**config.mk**
```make
export PLATFORM = sky130hd
export DESIGN_NAME = uart_rx
export DESIGN_NICKNAME = d
export VERILOG_FILES = /design/src/rtl/uart_pkg.sv /design/src/rtl/uart_rx_sampler.sv /design/src/rtl/uart_rx.sv
export SDC_FILE = /design/constraint.sdc
export NUM_CORES = 1
export LEC_CHECK = 0
export ABC_AREA = 1
export BUFFER_PORTS_ARGS = -buffer_cell sky130_fd_sc_hd__buf_2
export CAP_MARGIN = 20
export CORE_MARGIN = 5
export CORE_UTILIZATION = 51
export CTS_CLUSTER_DIAMETER = 30
export CTS_CLUSTER_SIZE = 20
export DETAILED_ROUTE_END_ITERATION = 10
export GPL_TIMING_DRIVEN = 0
export PLACE_DENSITY_LB_ADDON = 0.1
export SYNTH_ARGS = -nofsm -noshare
export SYNTH_HDL_FRONTEND = slang
export SYNTH_SLANG_ARGS = --single-unit
```
**constraint.sdc**
```tcl
create_clock -name CLK -period 2 [get_ports CLK]
set_clock_uncertainty 0.1 [all_clocks]
set_input_delay 0.1 -clock CLK [delete_from_list [all_inputs] [get_ports CLK]]
set_output_delay 0.1 -clock CLK [all_outputs]
set_load 0.1 [all_outputs]
```
**src/rtl/uart_pkg.sv**
```systemverilog
// -----------------------------------------------------------------------------
// uart_pkg
// Definitions shared by the UART receiver and transmitter: bus widths,
// parity-type encodings, receiver FSM state encoding and a 3-input majority
// helper used by the oversampling logic.
// No ports (package).
// -----------------------------------------------------------------------------
package uart_pkg;

  localparam int PRESCALE_W = 6;
  localparam int DATA_W     = 8;

  // PAR_TYP encodings, shared with the transmitter
  localparam logic PAR_EVEN = 1'b0;
  localparam logic PAR_ODD  = 1'b1;

  typedef enum logic [2:0] {
    ST_IDLE   = 3'd0,
    ST_START  = 3'd1,
    ST_DATA   = 3'd2,
    ST_PARITY = 3'd3,
    ST_STOP   = 3'd4
  } rx_state_t;

  function automatic logic majority3(input logic a, input logic b, input logic c);
    return (a & b) | (a & c) | (b & c);
  endfunction

endpackage

```
**src/rtl/uart_rx_sampler.sv**
```systemverilog
// -----------------------------------------------------------------------------
// uart_rx_sampler
// Per-bit oversampling engine. Counts CLK cycles inside a bit period
// (edge_cnt 0..P-1), takes three samples around the bit centre and resolves
// them by majority vote.
// Ports:
//   i_clk, i_rst_n  : clock, asynchronous active-low reset
//   i_enable        : count while high; edge_cnt is held at 0 while low
//   i_rx            : serial line
//   i_prescale      : P, CLK cycles per bit (even, 4..32)
//   o_sampled_bit   : resolved bit value, valid from o_sample_done onward
//   o_sample_done   : strobe at edge_cnt = P/2+1 (vote resolved this cycle)
//   o_bit_done      : strobe at edge_cnt = P-1 (last cycle of the bit)
// -----------------------------------------------------------------------------
module uart_rx_sampler
  import uart_pkg::*;
(
  input  logic                  i_clk,
  input  logic                  i_rst_n,
  input  logic                  i_enable,
  input  logic                  i_rx,
  input  logic [PRESCALE_W-1:0] i_prescale,
  output logic                  o_sampled_bit,
  output logic                  o_sample_done,
  output logic                  o_bit_done
);

  logic [PRESCALE_W-1:0] r_edge_cnt;
  logic                  r_s0;
  logic                  r_s1;
  logic                  r_bit;

  logic [PRESCALE_W-1:0] w_half;
  logic [PRESCALE_W-1:0] w_mid_lo;
  logic [PRESCALE_W-1:0] w_mid_hi;
  logic [PRESCALE_W-1:0] w_last;
  logic                  w_vote;

  assign w_half   = i_prescale >> 1;
  assign w_mid_lo = w_half - PRESCALE_W'(1);
  assign w_mid_hi = w_half + PRESCALE_W'(1);
  assign w_last   = i_prescale - PRESCALE_W'(1);

  // Third sample is the live line value, so the vote resolves in the same
  // cycle as the last sample.
  assign w_vote        = majority3(r_s0, r_s1, i_rx);
  assign o_sample_done = i_enable && (r_edge_cnt == w_mid_hi);
  assign o_bit_done    = i_enable && (r_edge_cnt == w_last);
  // At P=4 the vote and the end of the bit coincide, so the fresh vote is
  // forwarded combinationally rather than waiting for r_bit.
  assign o_sampled_bit = o_sample_done ? w_vote : r_bit;

  always_ff @(posedge i_clk or negedge i_rst_n) begin
    if (!i_rst_n) begin
      r_edge_cnt <= '0;
      r_s0       <= 1'b0;
      r_s1       <= 1'b0;
      r_bit      <= 1'b0;
    end else if (!i_enable) begin
      r_edge_cnt <= '0;
    end else begin
      r_edge_cnt <= o_bit_done ? '0 : r_edge_cnt + PRESCALE_W'(1);
      if (r_edge_cnt == w_mid_lo) r_s0 <= i_rx;
      if (r_edge_cnt == w_half)   r_s1 <= i_rx;
      if (o_sample_done)          r_bit <= w_vote;
    end
  end

endmodule

```
**src/rtl/uart_rx.sv**
```systemverilog
// -----------------------------------------------------------------------------
// uart_rx
// UART receiver: start bit, 8 data bits LSB first, optional parity, 1 stop
// bit, oversampled by Prescale CLK cycles per bit.
// Ports:
//   CLK          : oversampling clock (Prescale x baud)
//   RST          : asynchronous active-low reset
//   RX_IN        : serial line, idle high
//   PAR_EN       : frame carries a parity bit
//   PAR_TYP      : 0 even, 1 odd
//   Prescale     : CLK cycles per bit (even, 4..32)
//   P_DATA       : last error-free byte, held between frames
//   data_valid   : 1-cycle pulse, P_DATA updated
//   Parity_Error : 1-cycle pulse, parity mismatch
//   Stop_Error   : 1-cycle pulse, stop bit sampled low
// Handshake: data_valid is a one-cycle strobe with no back-pressure; P_DATA is
// stable from the strobe until the next error-free frame.
// FSM state is visible as r_state (rx_state_t) for debug.
// -----------------------------------------------------------------------------
module uart_rx
  import uart_pkg::*;
(
  input  logic              CLK,
  input  logic              RST,
  input  logic              RX_IN,
  input  logic              PAR_EN,
  input  logic              PAR_TYP,
  input  logic [5:0]        Prescale,
  output logic [DATA_W-1:0] P_DATA,
  output logic              data_valid,
  output logic              Parity_Error,
  output logic              Stop_Error
);

  rx_state_t             r_state;
  logic [2:0]            r_bit_cnt;
  logic [DATA_W-1:0]     r_shift;
  logic                  r_par_fail;
  logic                  r_par_en;
  logic                  r_par_typ;
  logic [PRESCALE_W-1:0] r_prescale;

  logic w_active;
  logic w_sampled_bit;
  logic w_sample_done;
  logic w_bit_done;
  logic w_exp_par;

  // The detecting edge itself is frame cycle 0, so the sampler counts it.
  assign w_active  = (r_state != ST_IDLE) || !RX_IN;
  assign w_exp_par = (r_par_typ == PAR_EVEN) ? ^r_shift : ~^r_shift;

  uart_rx_sampler u_sampler (
    .i_clk         (CLK),
    .i_rst_n       (RST),
    .i_enable      (w_active),
    .i_rx          (RX_IN),
    .i_prescale    (r_prescale),
    .o_sampled_bit (w_sampled_bit),
    .o_sample_done (w_sample_done),
    .o_bit_done    (w_bit_done)
  );

  always_ff @(posedge CLK or negedge RST) begin
    if (!RST) begin
      r_state      <= ST_IDLE;
      r_bit_cnt    <= '0;
      r_shift      <= '0;
      r_par_fail   <= 1'b0;
      r_par_en     <= 1'b0;
      r_par_typ    <= PAR_EVEN;
      r_prescale   <= '0;
      P_DATA       <= '0;
      data_valid   <= 1'b0;
      Parity_Error <= 1'b0;
      Stop_Error   <= 1'b0;
    end else begin
      data_valid   <= 1'b0;
      Parity_Error <= 1'b0;
      Stop_Error   <= 1'b0;
      case (r_state)
        ST_IDLE: begin
          if (!RX_IN) begin
            // Configuration is frozen for the whole frame from here.
            r_state    <= ST_START;
            r_par_en   <= PAR_EN;
            r_par_typ  <= PAR_TYP;
            r_prescale <= Prescale;
            r_bit_cnt  <= '0;
            r_par_fail <= 1'b0;
          end
        end
        ST_START: begin
          // A start bit that votes high was a glitch; drop it silently.
          if (w_bit_done) r_state <= w_sampled_bit ? ST_IDLE : ST_DATA;
        end
        ST_DATA: begin
          if (w_bit_done) begin
            r_shift[r_bit_cnt] <= w_sampled_bit;
            if (r_bit_cnt == 3'd7) begin
              r_bit_cnt <= '0;
              r_state   <= r_par_en ? ST_PARITY : ST_STOP;
            end else begin
              r_bit_cnt <= r_bit_cnt + 3'd1;
            end
          end
        end
        ST_PARITY: begin
          if (w_bit_done) begin
            r_par_fail <= (w_sampled_bit != w_exp_par);
            r_state    <= ST_STOP;
          end
        end
        ST_STOP: begin
          if (w_bit_done) begin
            if (w_sampled_bit && !r_par_fail) begin
              P_DATA     <= r_shift;
              data_valid <= 1'b1;
            end else begin
              Parity_Error <= r_par_fail;
              Stop_Error   <= !w_sampled_bit;
            end
            r_state <= ST_IDLE;
          end
        end
        default: r_state <= ST_IDLE;
      endcase
    end
  end

  // Vote timing is only consumed through o_sampled_bit at bit end.
  logic w_unused;
  assign w_unused = w_sample_done;

endmodule

```
==> results of run 1 <==
[Yosys cell counts, drive strengths merged]
master	number	area share, %
a21oi	10	2.3
ha	7	3.4
nor3	7	1.3
clkbuf	1	0.14
o21ai	20	3.8
nand2	121	18
buf	2	0.62
nand3	37	8.6
nor2	41	7.2
xnor2	7	2.3
dfrtp	43	41
mux2	1	0.43
a211oi	2	0.57
xor2	5	2.0
inv	47	6.8
nand4	3	0.96
or2	1	0.24
[state kept, by name, summed over array words and instances (netlist names)]
signal and count:
u_sampler.r_s0 1, r_prescale 6, r_state 3, r_par_en 1, Parity_Error 1, r_par_typ 1, r_bit_cnt 3, data_valid 1
r_par_fail 1, r_shift 8, u_sampler.r_bit 1, Stop_Error 1, P_DATA 8, u_sampler.r_s1 1, u_sampler.r_edge_cnt 6
[cells by family after synthesis]
logic type,Yosys count
muxes,1
buffers and inverters,50
adders and majority gates,7
and+or+nand+nor,210
AOI/OAI and AO/OA,32
DFF,43
xor gates and xnor gates,12
[routing by layer]
metal	routed length (µm)	vias up	global-route usage, %	part of all wire (%)
met5	0	-	0	0
met4	87	0	6.48	1.5
met3	258	8	2.96	4.4
met2	2550	46	30.2	44
met1	2920	1042	28.9	50
li1	-	1219	-	-
[worst max-delay path, stage by stage (launching register included)]
cell and delay, ns:
dfrtp_2 0.43, buf_4 0.16, ha_1 0.23, nand3_2 0.09, inv_1 0.04, nand2_1 0.05, nand2_1 0.08, nor2_4 0.11
nand3_2 0.07, nand2_2 0.12, nand2_4 0.12, clkbuf_16 0.18, nand3_1 0.08, nand2_1 0.05
[stage by stage]
stage	hold WS, ns	total power, µW	setup WS (ns)	setup TNS (ns)	area (µm²)
finish	0.0684	3960	-0.0312	-0.0952	3200
global route	0.121	4340	-0.153	-2.44	3200
CTS	0.0577	3780	-0.0732	-0.924	3100
detailed placement	0.202	3050	-0.235	-5.09	2810
global placement	0.204	3000	-0.218	-4.64	2810
floorplan	-0.296	2670	0.0145	0	2610
[cell usage in the layout (no fill, tap or decap), types with 2 or more instances in the layout]
| master | synthesis | routed |
|---|---|---|
| nand2_1 | 116 | 111 |
| dfrtp_1 | 43 | 40 |
| clkbuf_8 | 0 | 5 |
| dlygate4sd3_1 | 0 | 9 |
| buf_4 | 0 | 6 |
| o21ai_1 | 10 | 10 |
| dfrtp_2 | 0 | 3 |
| inv_4 | 1 | 4 |
| a211oi_1 | 2 | 2 |
| nand3_4 | 2 | 3 |
| a21oi_1 | 9 | 8 |
| a21oi_4 | 1 | 2 |
| inv_1 | 39 | 34 |
| nor2_4 | 1 | 2 |
| nor2_1 | 35 | 32 |
| inv_2 | 7 | 9 |
| nor3_1 | 7 | 7 |
| ha_1 | 7 | 5 |
| clkbuf_1 | 1 | 2 |
| nand4_1 | 2 | 2 |
| xnor2_1 | 7 | 7 |
| nand3_2 | 3 | 9 |
| buf_2 | 1 | 22 |
| nor2_2 | 4 | 6 |
| nand2_4 | 1 | 3 |
| nand2_2 | 4 | 8 |
| nand3_1 | 32 | 25 |
| xor2_1 | 4 | 4 |
| o21ai_0 | 10 | 10 |
[what timing repair did]
action | CTS | global route
hold buffers | 9 | 0
cloned | 1 | 1
buffers inserted | 7 | 0
pin swaps | 13 | 12
endpoints found under the setup margin | 32 | 33
hold endpoints to repair | 51 | 0
gates resized for setup | 15 | 20
[power breakdown]
part,leakage [µW],switching (µW),internal (µW)
sequential,0.000564,231,1060
combinational,0.00106,1320,803
clock,0.0000412,305,244
[area by class of cell]
| class | instances | share of cell area (%) |
|---|---|---|
| clock buffer | 6 | 2.27 |
| multi-input combinational | 263 | 45.3 |
| buffer | 3 | 0.744 |
| tap | 70 | 2.74 |
| inverter | 47 | 5.83 |
| sequential | 43 | 33.8 |
| timing repair buffer | 38 | 8.92 |
| clock inverter | 2 | 0.391 |
[worst max path at each step]
stage	end	slack, ns	cells after the start
3_5_place_dp	P_DATA[3]	-0.23	14
4_1_cts	P_DATA[0]	-0.07	14
3_3_place_gp	P_DATA[3]	-0.22	10
5_1_grt	P_DATA[7]	-0.15	13
2_1_floorplan	P_DATA[0]	0.01	10
6_report	P_DATA[2]	-0.03	13
==> impl_metrics.tcl, run 1 <==
set metrics [dict create \
    worstSetupEndpointType "flip-flop" \
    fmax_mhz 492 \
    r2r_end "P_DATA[2]" \
    clk_path_buf_depth 2 \
    rsz0062_at_grt "yes" \
    cp.arrival_ns 2.13 \
    fin_nets 419 \
    post-route-min-period_ns 2.03 \
    core_um2 5040 \
    finalHoldViolCount 0 \
    fin_cells 472 \
    syn_nets 373 \
    port_buffers 21 \
    drc 0 \
    syn_area_um2 2610 \
    row_count 26 \
    drtIter0Drc 95 \
    wirelength_um 5810 \
    setup_slack_ns -0.0312 \
    die_height_um 81.6 \
    ff2ff_path_depth 13 \
    floorplan.die_area_um2 6660 \
    fillCellCount 463 \
    vdd_drop_max_uv 763 \
    dp.cells 446 \
    outcome "finished with violations" \
    drive_above_1_share_pct 23.1 \
    grt_pass1_wl_um 10200 \
    power.leakage_uw 0.00166 \
    cts_tree "built" \
    min_path_cells 3 \
    fin_util_pct 63.4 \
    vias_per_cell 4.90 \
    drv_cap 0 \
    worstPathRequired_ns 2.10 \
    drv_slew 0 \
    synthDistinctLibCells 31 \
    ys_warn_count 0 \
    ios 22 \
    ys_seq_elements 43 \
    slew_headroom_pct 35.4 \
    chipWidth_um 81.6 \
    layout.area.seq_um2 1080 \
    grt_antenna_before_repair 0 \
    grt_pass1_vias 2212 \
    clockRootBuffer "clkbuf_8" \
    area_delta_synth_final_pct 22.3 \
    p_per_area_nw_per_um2 1240 \
    synthMuxAreaShare_pct 0.431 \
    grt.overflow.total 0 \
    timing.final.crit_share_pct 102 \
    synth_xor_area_share_pct 4.31 \
    postRouteAntennaNets 0 \
    tightest_slew_ns 0.969 \
    violations "setup timing" \
    yosysSeqAreaShare_pct 41.2 \
    synth_top_family_by_area "simple AND/OR/NAND/NOR gates" \
    wl_per_cell_um 12.3 \
    cts_buffers 5 \
    clkTransAtPathRegs_ns 0.09 \
    place_hpwl_um 4210 \
    min_path_type "primary input to flip-flop" \
    antenna_cells 0 \
    cp_max_fo 6 \
    startpoint "r_prescale[1]" \
    reg2reg_from "r_prescale[1]" \
    syn_inst 355 \
    grt_max_degree 44 \
    finalSetupViolCount 8 \
    holdPathEnd "u_sampler.r_s0" \
    clk_latency_ns 0.30 \
    firstDrtPassIters 4 \
    initial_core_util_pct 51.8 \
    path_class "flip-flop to flip-flop" \
    cts_sinks 43 \
    num_vias 2315 \
    synth_simple_gate_area_share_pct 36.4 \
    synthAdderAreaFrac_pct 3.35 \
    startpoint_type "flip-flop" \
    avgSynthCellArea_um2 7.36 \
    synth-compound-area-share_pct 6.75 \
    multi_input_area_um2 1450 \
    r2r_setup_slack_ns -0.03 \
    gp_congestion 0.837 \
    worst_hold_startpoint "RX_IN" \
    cts.htree.levels 2 \
    grtUsageTotal_pct 19.8 \
]
(Power assumes the default switching activity.)
==> inputs of run 2 (changes only) <==
- CORE_UTILIZATION: 51 -> 56
- CTS_BUF_LIST: unset -> sky130_fd_sc_hd__clkbuf_8
- SETUP_SLACK_MARGIN: unset -> 0.1
==> run 2 against run 1 <==
Effect of this change:
- the flow still finishes with violations (setup timing)
- sequential power about the same
- final area is 0.59% higher
- combinational power hardly changed
- critical path depth rose by 1
- flip-flop and latch count stayed put
- non-clock buffer count grew 3
- clock-buffer cell count decreased by 1
- sequential share of layout area down 0.20 points
- clock power up 4.4%
- register-to-register slack got worse by 0.05 ns
- largest cell class unchanged
==> impl_metrics.tcl, run 2 (same netlist as run 1, synthesis figures left out) <==
set metrics [dict create \
    outcome "finished with violations" \
    violations "setup timing" \
    total_power_uw 3990 \
    row_count 24 \
    ios 22 \
    slew_headroom_pct 37.5 \
    drc 0 \
    post-route-min-period_ns 2.08 \
    path_cells "inv_4 -> ha_4 -> nand2_1 -> inv_1 -> nor2_1 -> nand2_1 -> nor2_1 -> nand2_2 -> nor2_4 -> nand3_4 -> nor2_8 -> nand2_4 -> nand2_1 -> nand2_1" \
    chipWidth_um 78.3 \
    finalSetupTns_ns -0.543 \
    firstDrtPassIters 4 \
    fin_cells 458 \
    clockRootBuffer "clkbuf_8" \
    finalHoldViolCount 0 \
    mostFrequentLayoutCell "nand2_1" \
    hold_slack_ns 0.0529 \
    fillCellCount 378 \
    wirelength_um 5640 \
    cts.htree.levels 2 \
    critPathMaxStageDelay_ns 0.44 \
    mostFrequentLayoutCells "nand2_1, dfrtp_1, inv_1" \
    min_path_type "primary input to flip-flop" \
    rsz0062_at_grt "yes" \
    power.leakage_uw 0.00168 \
    drtIter0Drc 183 \
    grt_antenna_before_repair 0 \
    drv_slew 0 \
    area_delta_synth_final_pct 23.0 \
    die_height_um 78.3 \
    top_regs "P_DATA (8), r_shift (8)" \
    grt.overflow.total 0 \
    place_hpwl_um 4070 \
    gp_congestion 0.851 \
    drive_above_1_share_pct 23.6 \
    grtUsageTotal_pct 20.3 \
    preCtsSetupSlack_ns -0.194 \
    multi_input_area_um2 1470 \
    port_buffers 21 \
    cpMostUsedCell "nand2_1" \
    cp.arrival_ns 2.18 \
    antenna_cells 0 \
    wl_per_cell_um 12.3 \
    worstPathRequired_ns 2.10 \
    cts_buffers 5 \
    postRouteAntennaNets 0 \
    grt_pass1_vias 2241 \
    floorplan.die_area_um2 6130 \
    clk_latency_ns 0.30 \
    timing.final.crit_share_pct 104 \
    clkTransAtPathRegs_ns 0.09 \
    grt_pass1_wl_um 10100 \
    initial_core_util_pct 58.8 \
    cts_sinks 43 \
    path_class "flip-flop to flip-flop" \
    fin_nets 423 \
    num_vias 2351 \
    worstSetupEndpointType "flip-flop" \
    setup_slack_ns -0.0782 \
    vdd_drop_max_uv 814 \
    startpoint_type "flip-flop" \
    finalSetupViolCount 11 \
    tightest_slew_ns 0.937 \
    cpMaxStageDelayCell "dfrtp_2" \
    dp.cells 428 \
    cts_tree "built" \
    r2r_setup_slack_ns -0.08 \
    vias_per_cell 5.13 \
    clk_path_buf_depth 2 \
    grt_max_degree 44 \
    drv_cap 0 \
    fmax_mhz 481 \
    layout.area.seq_um2 1080 \
    p_per_area_nw_per_um2 1240 \
    cp_max_fo 6 \
    core_um2 4440 \
]
run 2: critical path, delay by kind of cell (launching register included):
kind                     cells  cell delay, ns
flip-flops                   1            0.44
adder cells (fa/ha/maj)      1            0.20
buffers and inverters        2            0.13
AND/OR/NAND/NOR             11            1.11
run 2: final timing paths:
kind                                     from             end  depth (start not counted)
worst max-delay path            r_prescale[1]       P_DATA[6]                         14
worst min-delay path                    RX_IN  u_sampler.r_s1                          3
worst max register to register  r_prescale[1]       P_DATA[6]                         14
worst min register to register      P_DATA[1]       P_DATA[1]                          2
max in group asynchronous                 RST   r_prescale[1]                          2
min in group asynchronous                 RST       P_DATA[1]                          2
run 2: report_power, final:
group          total (µW)  internal [µW]  switching [µW]
combinational        2130            830            1300
sequential           1290           1060             231
clock                 574            250             324
total                3990           2140            1850
run 2: repair_timing:
item | 4_1_cts | 5_1_grt
resized for setup | 16 | 22
gates cloned | 2 | 1
pin swaps | 7 | 12
hold buffers | 9 | 0
hold endpoints to repair | 51 | 0
setup endpoints to repair | 33 | 35
setup buffers | 7 | 3
run 2: layer usage:
layer | up-vias | global-route usage, % | wire [µm]
li1 | 1223 | - | -
met1 | 1060 | 29.9 | 2870
met2 | 57 | 30.7 | 2430
met3 | 11 | 3.20 | 257
met4 | 0 | 6.64 | 88
met5 | - | 0 | 0
run 2: cell type report:
type,instances,area share (%)
multi-input cells,264,45.7
flip-flops and latches,43,33.6
repair buffers,41,9.26
inverters,47,5.88
clock buffers,5,2.14
well taps,52,2.02
clock inverters,3,0.778
plain buffers,3,0.661
run 2: metrics by stage:
stage                     instance area (µm²)  util [%]
after floorplan                          2620         -
after global placement                   2790      62.7
final                                    3220      72.4
after global routing                     3220      72.4
after detailed placement                 2790      62.7
after CTS                                3090      69.6
